===== config.mk =====
export PLATFORM = sky130hd
export DESIGN_NAME = button_event_sequencer
export DESIGN_NICKNAME = d
export VERILOG_FILES = /design/src/rtl/button_event_sequencer.sv
export SDC_FILE = /design/constraint.sdc
export NUM_CORES = 1
export LEC_CHECK = 0
export BUFFER_PORTS_ARGS = -buffer_cell sky130_fd_sc_hd__buf_2
export CAP_MARGIN = 20
export CORE_UTILIZATION = 35
export CTS_CLUSTER_SIZE = 20
export DETAILED_ROUTE_END_ITERATION = 8
export HOLD_SLACK_MARGIN = 0.08
export MAX_ROUTING_LAYER = met4
export PLACE_DENSITY = 0.54
export SLEW_MARGIN = 5
export SYNTH_ARGS = -nofsm -noshare
export SYNTH_HDL_FRONTEND = slang
export SYNTH_SLANG_ARGS = --single-unit
export TNS_END_PERCENT = 1

===== constraint.sdc =====
create_clock -name clk_i -period 12.45 [get_ports clk_i]
set_clock_uncertainty 0.1 [all_clocks]
set_input_delay 0.6225 -clock clk_i [delete_from_list [all_inputs] [get_ports clk_i]]
set_output_delay 0.6225 -clock clk_i [all_outputs]
set_load 0.1 [all_outputs]

===== src/rtl/button_event_sequencer.sv =====
// rtl/button_event_sequencer.sv - debounced button press/release events, granted one per cycle round-robin
module button_event_sequencer #(
   parameter int unsigned DEBOUNCE_CYCLES = 4
) (
   input  logic       clk_i,
   input  logic       reset_i,
   input  logic [6:0] btn_i,
   input  logic       en_i,
   input  logic       clr_i,
   output logic [6:0] press_o,
   output logic [6:0] release_o,
   output logic       valid_o,
   output logic       overrun_o
);

   localparam int unsigned CW = $clog2(DEBOUNCE_CYCLES + 1);
   localparam logic [CW-1:0] CNT_LAST = CW'(DEBOUNCE_CYCLES - 1);

   logic [6:0]    sync1_q;
   logic [6:0]    sync2_q;
   logic [6:0]    stable_q;
   logic [CW-1:0] cnt_q [7];
   logic [6:0]    toggle;
   logic [6:0]    rise;
   logic [6:0]    fall;

   logic [6:0]    pend_press_q;
   logic [6:0]    pend_rel_q;
   logic [6:0]    any_pend;
   logic [2:0]    rr_q;
   logic [2:0]    sel_idx;
   logic [2:0]    rr_next;
   logic          sel_found;
   logic [3:0]    cand;
   logic [6:0]    sel_onehot;
   logic [6:0]    gnt_press;
   logic [6:0]    gnt_rel;
   logic          gnt_valid;
   logic          overrun_set;
   logic [6:0]    gnt_press_q;
   logic [6:0]    gnt_rel_q;

   // A button flips its debounced level on the edge its mismatch run would reach DEBOUNCE_CYCLES.
   always_comb begin
      toggle = '0;
      for (int i = 0; i < 7; i++) begin
         toggle[i] = (sync2_q[i] != stable_q[i]) && (cnt_q[i] == CNT_LAST);
      end
   end

   assign rise = toggle & ~stable_q;
   assign fall = toggle & stable_q;

   always_ff @(posedge clk_i or posedge reset_i) begin
      if (reset_i) begin
         sync1_q  <= '0;
         sync2_q  <= '0;
         stable_q <= '0;
         for (int i = 0; i < 7; i++) begin
            cnt_q[i] <= '0;
         end
      end else begin
         sync1_q  <= btn_i;
         sync2_q  <= sync1_q;
         stable_q <= stable_q ^ toggle;
         for (int i = 0; i < 7; i++) begin
            if ((sync2_q[i] == stable_q[i]) || toggle[i]) begin
               cnt_q[i] <= '0;
            end else begin
               cnt_q[i] <= cnt_q[i] + CW'(1);
            end
         end
      end
   end

   assign any_pend = pend_press_q | pend_rel_q;

   // Search from rr_q upward, wrapping at 7, for the first button with anything pending.
   always_comb begin
      sel_found = 1'b0;
      sel_idx   = '0;
      cand      = '0;
      for (int k = 0; k < 7; k++) begin
         cand = {1'b0, rr_q} + 4'(k);
         if (cand >= 4'd7) begin
            cand = cand - 4'd7;
         end
         if (!sel_found && any_pend[cand[2:0]]) begin
            sel_found = 1'b1;
            sel_idx   = cand[2:0];
         end
      end
   end

   assign gnt_valid = en_i & sel_found;
   assign rr_next   = (sel_idx == 3'd6) ? 3'd0 : sel_idx + 3'd1;

   // Press is always served before release for the same button.
   always_comb begin
      gnt_press  = '0;
      gnt_rel    = '0;
      sel_onehot = 7'b1 << sel_idx;
      if (gnt_valid) begin
         if (pend_press_q[sel_idx]) begin
            gnt_press = sel_onehot;
         end else begin
            gnt_rel = sel_onehot;
         end
      end
   end

   assign overrun_set = |((rise & pend_press_q & ~gnt_press) |
                          (fall & pend_rel_q & ~gnt_rel));

   always_ff @(posedge clk_i or posedge reset_i) begin
      if (reset_i) begin
         pend_press_q <= '0;
         pend_rel_q   <= '0;
         rr_q         <= '0;
         gnt_press_q  <= '0;
         gnt_rel_q    <= '0;
         press_o      <= '0;
         release_o    <= '0;
         valid_o      <= 1'b0;
         overrun_o    <= 1'b0;
      end else begin
         pend_press_q <= (pend_press_q & ~gnt_press) | rise;
         pend_rel_q   <= (pend_rel_q & ~gnt_rel) | fall;
         if (gnt_valid) begin
            rr_q <= rr_next;
         end
         gnt_press_q <= gnt_press;
         gnt_rel_q   <= gnt_rel;
         press_o     <= gnt_press_q;
         release_o   <= gnt_rel_q;
         valid_o     <= |(gnt_press_q | gnt_rel_q);
         overrun_o   <= overrun_set | (overrun_o & ~clr_i);
      end
   end

endmodule


==> results of run 1 <==
[per-layer routing]
| metal | share of wire, % | up-vias | track usage [%] |
|---|---|---|---|
| li1 | - | 2012 | - |
| met1 | 44 | 2070 | 22.6 |
| met2 | 49 | 108 | 30.5 |
| met3 | 3.9 | 26 | 2.66 |
| met4 | 3.0 | 0 | 7.94 |
| met5 | 0 | - | - |
[area by class of cell]
cell class                      instances  area [um2]
Clock buffer                           10         239
Clock inverter                          5         128
Fill cell                            1439        8670
Inverter                               46         174
Multi-Input combinational cell        403        2750
Sequential cell                        89        2230
Tap cell                              184         230
Timing Repair Buffer                   29         173
[flip-flops by register name, summed over array words and instances, names as in the netlist, named ones only]
register / count
cnt_q: 21
gnt_press_q: 7
gnt_rel_q: 7
overrun_o: 1
pend_press_q: 7
pend_rel_q: 7
press_o: 7
release_o: 7
rr_q: 3
sync1_q: 7
sync2_q: 7
valid_o: 1
[Yosys cell counts, types with 3 or more instances]
cell	instances	area share [%]
a31oi_1	7	0.83
clkbuf_1	9	0.64
nor3b_1	3	0.43
buf_2	7	0.67
nand2b_1	9	1.1
a2111oi_2	3	0.86
nor2b_1	6	0.71
o21bai_1	8	1.1
inv_1	45	3.2
nand4_1	3	0.36
nand3_1	13	1.2
nor4_1	12	1.4
xor2_1	7	1.2
and3_1	6	0.71
a21o_1	5	0.71
a21boi_0	3	0.43
or2_2	10	1.2
o31ai_1	3	0.43
mux2i_1	14	2.7
a22o_1	4	0.67
dfrtp_1	89	42
nor2_1	66	4.7
nor3_1	11	1.0
or3_1	4	0.47
nand2_1	46	3.3
o22ai_1	6	0.71
a21oi_1	14	1.3
nand3b_1	3	0.43
and2_1	5	0.59
ha_1	27	6.4
xnor2_1	3	0.50
a211oi_1	5	0.71
o21ai_1	3	0.28
o21ai_0	29	2.8
buf_6	3	0.64
mux2_2	6	1.3
[layout by cell type, fill, tap and decap left out, types with 6 or more instances in the layout]
cell type	synthesis	routed
dfrtp_1	89	89
clkbuf_16	0	9
nor4_1	12	12
nand2_1	46	46
o22ai_1	6	6
nor2b_1	6	6
nor3_1	11	11
a31oi_1	7	7
nor2_1	66	66
a21oi_1	14	14
mux2i_1	14	14
ha_1	27	27
or2_2	10	10
o21ai_0	29	29
mux2_2	6	6
and3_1	6	6
nand3_1	13	13
nand2b_1	9	9
inv_1	45	44
o21bai_1	8	8
buf_2	7	26
xor2_1	7	7
[through the flow]
step,utilization [%],instances,setup WS (ns),cell area (um2)
final,40.6,766,6.97,5920
after global routing,40.6,766,6.60,5920
after CTS,40.4,765,7.02,5890
after detailed placement,37.9,750,7.02,5530
after global placement,37.9,750,7.13,5530
after floorplan,-,560,7.74,5270
[cells by family (layout without fill, tap and decap cells)]
| kind of cell | after synthesis | count (layout) | share of synthesized area [%] |
|---|---|---|---|
| buffers and inverters | 68 | 90 | 5.51 |
| muxes | 21 | 21 | 4.37 |
| and+or+nand+nor | 216 | 216 | 21.0 |
| xor gates and xnor gates | 11 | 11 | 1.97 |
| DFF | 89 | 89 | 42.3 |
| AOI/OAI and AO/OA | 127 | 127 | 18.1 |
| adders and majority gates | 28 | 28 | 6.79 |
[worst register-to-register path: cells and delay by family (launching register included)]
family          cells  cell delay (ns)
compound gates      7             1.76
mux                 3             1.26
flops               1             0.62
simple gates        3             0.75
fa+ha+maj           1             0.63
buf+inv             1             0.31
[worst max path at each step]
stage	start	slack (ns)	cells after the start	end
floorplan	rr_q[1]$_DFFE_PP0N_	7.74	19	overrun_o$_DFF_PP0_
global placement	rr_q[1]$_DFFE_PP0N_	7.13	15	overrun_o$_DFF_PP0_
detailed placement	rr_q[1]$_DFFE_PP0N_	7.02	15	overrun_o$_DFF_PP0_
CTS	rr_q[1]$_DFFE_PP0N_	7.02	15	overrun_o$_DFF_PP0_
global route	rr_q[1]$_DFFE_PP0N_	6.60	15	overrun_o$_DFF_PP0_
finish	rr_q[1]$_DFFE_PP0N_	6.97	15	overrun_o$_DFF_PP0_
==> summary.md, run 1 <==
| Metric | Value |
|---|---|
| Status | `finished, final reports clean` |
| RSZ-0062 raised after global routing | `false` |
| Max Transition Viols Final | `0` |
| Syn Inst Count | `560` |
| Synth async-reset ratio | `between 90% and 100%` |
| Slowest stage delay, CP | `0.63 ns` |
| Netlist Area Pre-Place | `5270 um2` |
| CTS hold repair buffers | `0` |
| Largest net degree at the start of global routing | `90` |
| Overall routed net length | `13.6 mm` |
| Clock transition at path regs | `~0.070 ns` |
| WL/cell | `roughly 18 um` |
| Vias in the first global route | `4174` |
| Core area | `~15000 um2` |
| Relative slew margins | `50.8%` |
| Area Growth Syn to Fin | `12.4%` |
| Die X | `about 120 um` |
| Seq cells post-synth | `89` |
| Remaining Overflow, GRT | `0` |
| Share of the yosys chip area belonging to registers | `42.3%` |
| Worst Hold Class | `reg2reg` |
| Worst R2R Start | `rr_q[1]$_DFFE_PP0N_` |
| Min Tclk post-route | `~5.5 ns` |
| First-pass GRT wire length | `roughly 22 mm` |
| Syn_area_per_cell | `between 9 and 10 um2` |
| Overall Global Routing Usage | `a little under a fifth` |
| Worst r2r path cells | `15` |
| Nets | `617` |
| Hold EP | `sync2_q[5]$_DFF_PP0_` |
| R2R setup slack | `approximately 7 ns` |
| Clk buf depth | `2` |
| Initial antenna violation count | `0` |
| Worst-skew pair later-pin latency | `about 0.34 ns` |
| Starting Density | `36.1%` |
| Top_reg_cell synth | `dfrtp_1` |
| Hold slack | `0.252 ns` |
| Critical Path End Type | `register` |
| Initial DRC count | `roughly 290` |
| Final Hold Fails | `0` |
| CP top delay family | `compound AO/OA/AOI/OAI gates` |
| Post-synth EDFFs | `0` |
| Via Count | `4216` |
| Post-Route Setup TNS | `0 ns` |
| Crit Path Class | `reg2reg` |
| Hold depth | `0` |
| Initial DRT Pass Iterations | `5` |
| Setup-failing EPs final | `0` |
| Port Buffers | `26` |
| Ant diodes | `0` |
| Remaining antenna violation count after routing | `0` |
| Clock sinks | `between 80 and 90` |
| Layout cell share with drive strength beyond 1 | `14.3%` |
| Crit Reg-Reg Endpoint | `overrun_o$_DFF_PP0_` |
| CP Launch Type | `register` |
| Synth Warn # | `0` |
| Die ar. | `15500 um2` |
| Final period util | `44.0%` |
| Post-DP HPWL | `a little over 10 mm` |
| CP Cell Sequence | `inv_1 > ha_1 > mux2i_1 > mux2i_1 > o22ai_1 > and2b_1 > o2111ai_1 > o211a_1 > a2111oi_2 > o21bai_2 > o211ai_1 > o21ai_1 > nor2_1 > mux2_2 > nand4_1` |
| Cts bufs inserted | `9` |
| Post-CTS setup buffer count | `0` |
| CTS tree | `built` |
| # DRC | `0` |
| Clock H-tree levels | `3` |
| Root buffer cell | `clkbuf_16` |
| Rows | `44` |
| Number of gates resized after cts | `0` |
| Most used cell, CP | `mux2i_1` |
| Vert. Die Dim | `between 100 and 150 um` |
| Worst Tran Pin Value | `about 0.74 ns` |
| Syn_nets | `around 600` |
| Worst-path fanout max | `16` |
| Distinct cell type count after synthesis | `88` |
| MaxCap Viol Count | `0` |
| Worst Path Required | `roughly 13 ns` |
| Worst Hold Launch | `sync1_q[5]$_DFF_PP0_` |
| GPL Wtd Cong | `~0.92` |
| Critical Path AT | `~5.7 ns` |
| CP bufs+invs | `1` |
| Top Ports | `27` |
| Max Freq | `~180 MHz` |
| Slowest cell on the critical path | `ha_1` |
| DR vias/cell | `5.50` |
Power of run 1 is left out: the tool's default activity adds up to more than one toggle a clock period on the data nets, which glitch-free logic cannot reach.
==> inputs of run 2 (changes only) <==
--- a/config.mk
+++ b/config.mk
@@ -12,7 +12,7 @@
 export DETAILED_ROUTE_END_ITERATION = 8
 export HOLD_SLACK_MARGIN = 0.08
 export MAX_ROUTING_LAYER = met4
-export PLACE_DENSITY = 0.54
+export PLACE_DENSITY = 0.56
 export SLEW_MARGIN = 5
 export SYNTH_ARGS = -nofsm -noshare
 export SYNTH_HDL_FRONTEND = slang
==> constraint.sdc (replaced) <==
create_clock -name clk_i -period 4.4 [get_ports clk_i]
set_clock_uncertainty 0.1 [all_clocks]
set_input_delay 0.22 -clock clk_i [delete_from_list [all_inputs] [get_ports clk_i]]
set_output_delay 0.22 -clock clk_i [all_outputs]
set_load 0.1 [all_outputs]
==> run 2 against run 1 <==
  * The flow now finishes with violations (negative setup slack)
  * Clock-buffer cell count decreased by 1
  * Core utilization is 6.7 points higher
  * Wire length is 4.2% higher
  * Via count up 8.9%
  * Maximum frequency up 24%
  * Worst setup slack got worse by 7.0 ns
  * Flip-flop and latch count did not move
  * Die area did not move
  * Critical path depth grew 3
  * Hold slack worse by 0.0034 ns
  * Register-to-register slack worse by 7.0 ns
==> summary.md, run 2 (same netlist as run 1, synthesis figures left out) <==
| Metric | Value |
|---|---|
| Vert. Die Dim | `125 um (unchanged)` |
| Area Growth Syn to Fin | `31.1%` |
| Initial antenna violation count | `0 (unchanged)` |
| Worst Tran Pin Value | `0.815 ns (+0.0768 ns)` |
| CP top delay family | `simple AND/OR/NAND/NOR gates` |
| Hold slack | `0.249 ns (-0.00342 ns)` |
| Initial DRC count | `235 (-18%)` |
| RSZ-0062 raised after global routing | `true` |
| Max Freq | `226 MHz (+24%)` |
| First-pass GRT wire length | `23.2 mm (+6.2%)` |
| Via Count | `4593 (+8.9%)` |
| Remaining Overflow, GRT | `0 (unchanged)` |
| Port Buffers | `26 (unchanged)` |
| Ant diodes | `0 (unchanged)` |
| Starting Density | `36.1% (unchanged)` |
| Largest register FFs | `21 (unchanged)` |
| CP Launch Type | `register` |
| MaxCap Viol Count | `0 (unchanged)` |
| Worst-skew pair later-pin latency | `0.34 ns (about the same)` |
| Placement Setup Slack | `-0.334 ns (-7.35 ns)` |
| Clock sinks | `89 (unchanged)` |
| Filler cells | `1352 (-6.0%)` |
| Rows | `44 (unchanged)` |
| Final period util | `101% (+57 points)` |
| Violated checks | `negative setup slack` |
| Slowest cell on the critical path | `fa_2` |
| Status | `complete, but fails checks` |
| CP bufs+invs | `3 (+2)` |
| Critical Path AT | `4.54 ns (-1.11 ns)` |
| Die X | `125 um (unchanged)` |
| Crit Path Class | `reg2reg` |
| Top Ports | `27 (unchanged)` |
| Most common cell after layout, fill and taps aside | `buf_4` |
| Critical Path End Type | `register` |
| Worst Path Required | `4.51 ns (-8.12 ns)` |
| Nets | `728 (+18%)` |
| Slowest stage delay, CP | `0.57 ns (-0.06 ns)` |
| # DRC | `0 (unchanged)` |
| Relative slew margins | `45.2% (-5.6 points)` |
| Final Hold Fails | `0 (unchanged)` |
| Biggest register | `cnt_q` |
| Vias in the first global route | `4614 (+11%)` |
| Setup-failing EPs final | `1 (+1)` |
| Overall routed net length | `14.1 mm (+4.2%)` |
| Overall Global Routing Usage | `19.5% (+0.95 points)` |
| CP Cell Sequence | `inv_8 > ha_4 > inv_1 > fa_2 > o21ai_0 > mux4_2 > o311ai_1 > mux2_4 > or3b_4 > a22o_4 > o311ai_4 > o211a_4 > inv_2 > or4b_4 > a21oi_2 > nor2_1 > a2111oi_2 > nand4_1` |
| Layout Cells excl Fill | `878 (+15%)` |
| DR vias/cell | `5.23 (-5.0%)` |
| Remaining antenna violation count after routing | `0 (unchanged)` |
| Cts bufs inserted | `9 (unchanged)` |
| Worst Hold Class | `reg2reg` |
| Initial DRT Pass Iterations | `4 (-1)` |
| WL/cell | `16.1 um (-9.1%)` |
| Die ar. | `15500 um2 (unchanged)` |
| Root buffer cell | `clkbuf_16` |
| GPL Wtd Cong | `0.934 (+1.6%)` |
| Cells after DPL | `849 (+13%)` |
| Clock transition at path regs | `0.07 ns (about the same)` |
| Clock H-tree levels | `3 (unchanged)` |
| CTS tree | `built` |
| Min Tclk post-route | `4.43 ns (-1.05 ns)` |
| Max Transition Viols Final | `0 (unchanged)` |
| Core area | `14600 um2 (unchanged)` |
| Clk buf depth | `2 (unchanged)` |
| Worst-path fanout max | `4 (-12)` |
| Setup WS post-layout | `-0.0265 ns (-7.00 ns)` |
| Largest net degree at the start of global routing | `46 (-49%)` |
| Layout cell share with drive strength beyond 1 | `31.6% (+17 points)` |
| Post-DP HPWL | `11.1 mm (+8.7%)` |
| Commonest non-fill, non-tap cells in the layout | `buf_4, dfrtp_1, nor2_1, nand2_1, inv_1` |
==> run 2: cell types whose count changed in the layout (fill, tap and decap cells not counted), moves of 4 or more <==
cell / change
bufinv_16: -4
dlygate4sd3_1: +8
ha_1: -6
buf_4: +104
nor3_1: -4
==> run 2: worst paths after layout <==
path                                   endpoint                  from  depth (start not counted)  slack (ns)
max                         overrun_o$_DFF_PP0_   rr_q[1]$_DFFE_PP0N_                         18       -0.03
min                        sync2_q[1]$_DFF_PP0_  sync1_q[1]$_DFF_PP0_                          0        0.25
max reg2reg                 overrun_o$_DFF_PP0_   rr_q[1]$_DFFE_PP0N_                         18       -0.03
min reg2reg                sync2_q[1]$_DFF_PP0_  sync1_q[1]$_DFF_PP0_                          0        0.25
max in group asynchronous  press_o[1]$_DFF_PP0_               reset_i                          4        2.74
min in group asynchronous    cnt_q[2]$_DFF_PP0_               reset_i                          3        0.44
==> run 2: final cells by class <==
type,count,area (um2),area share [%]
Clock buffer,9,225,3.26
Tap cell,184,230,3.33
Timing Repair Buffer,140,1010,14.6
Sequential cell,89,2230,32.3
Clock inverter,7,70.1,1.01
Multi-Input combinational cell,403,2960,42.9
Inverter,46,181,2.63
==> run 2: what timing repair did <==
item / 4_1_cts / 5_1_grt
endpoints found under the hold margin: 51 / 0
gates resized for setup: 17 / 20
buffers inserted: 5 / 0
pin swaps: 5 / 9
endpoints found under the setup margin: 14 / 16
hold buffers: 8 / 0
==> run 2: routing by layer <==
metal	global-route usage [%]	vias to the layer above	share of wire [%]
li1	-	2248	-
met1	23.4	2198	44
met2	30.7	106	47
met3	4.17	41	4.1
met4	9.92	0	4.6
met5	-	-	0
==> run 2: stage by stage <==
step / cell area (um2) / utilization [%] / TNS, ns
after floorplan: 5320 / - / 0
after global placement: 6300 / 43.2 / -0.718
after detailed placement: 6300 / 43.2 / -1.58
after CTS: 6790 / 46.6 / -0.00112
after global routing: 6910 / 47.3 / -0.763
final: 6910 / 47.3 / -0.0265
==> run 2: worst register-to-register path, delay by kind of cell (launching register included) <==
| kind | cells | cell delay, ns |
|---|---|---|
| flip-flops | 1 | 0.47 |
| AO/OA/AOI/OAI | 7 | 1.08 |
| adder cells (fa/ha/maj) | 2 | 0.69 |
| multiplexers | 2 | 0.69 |
| AND/OR/NAND/NOR | 4 | 1.09 |
| buffers and inverters | 3 | 0.19 |
Power of run 2 is left out for the same reason.
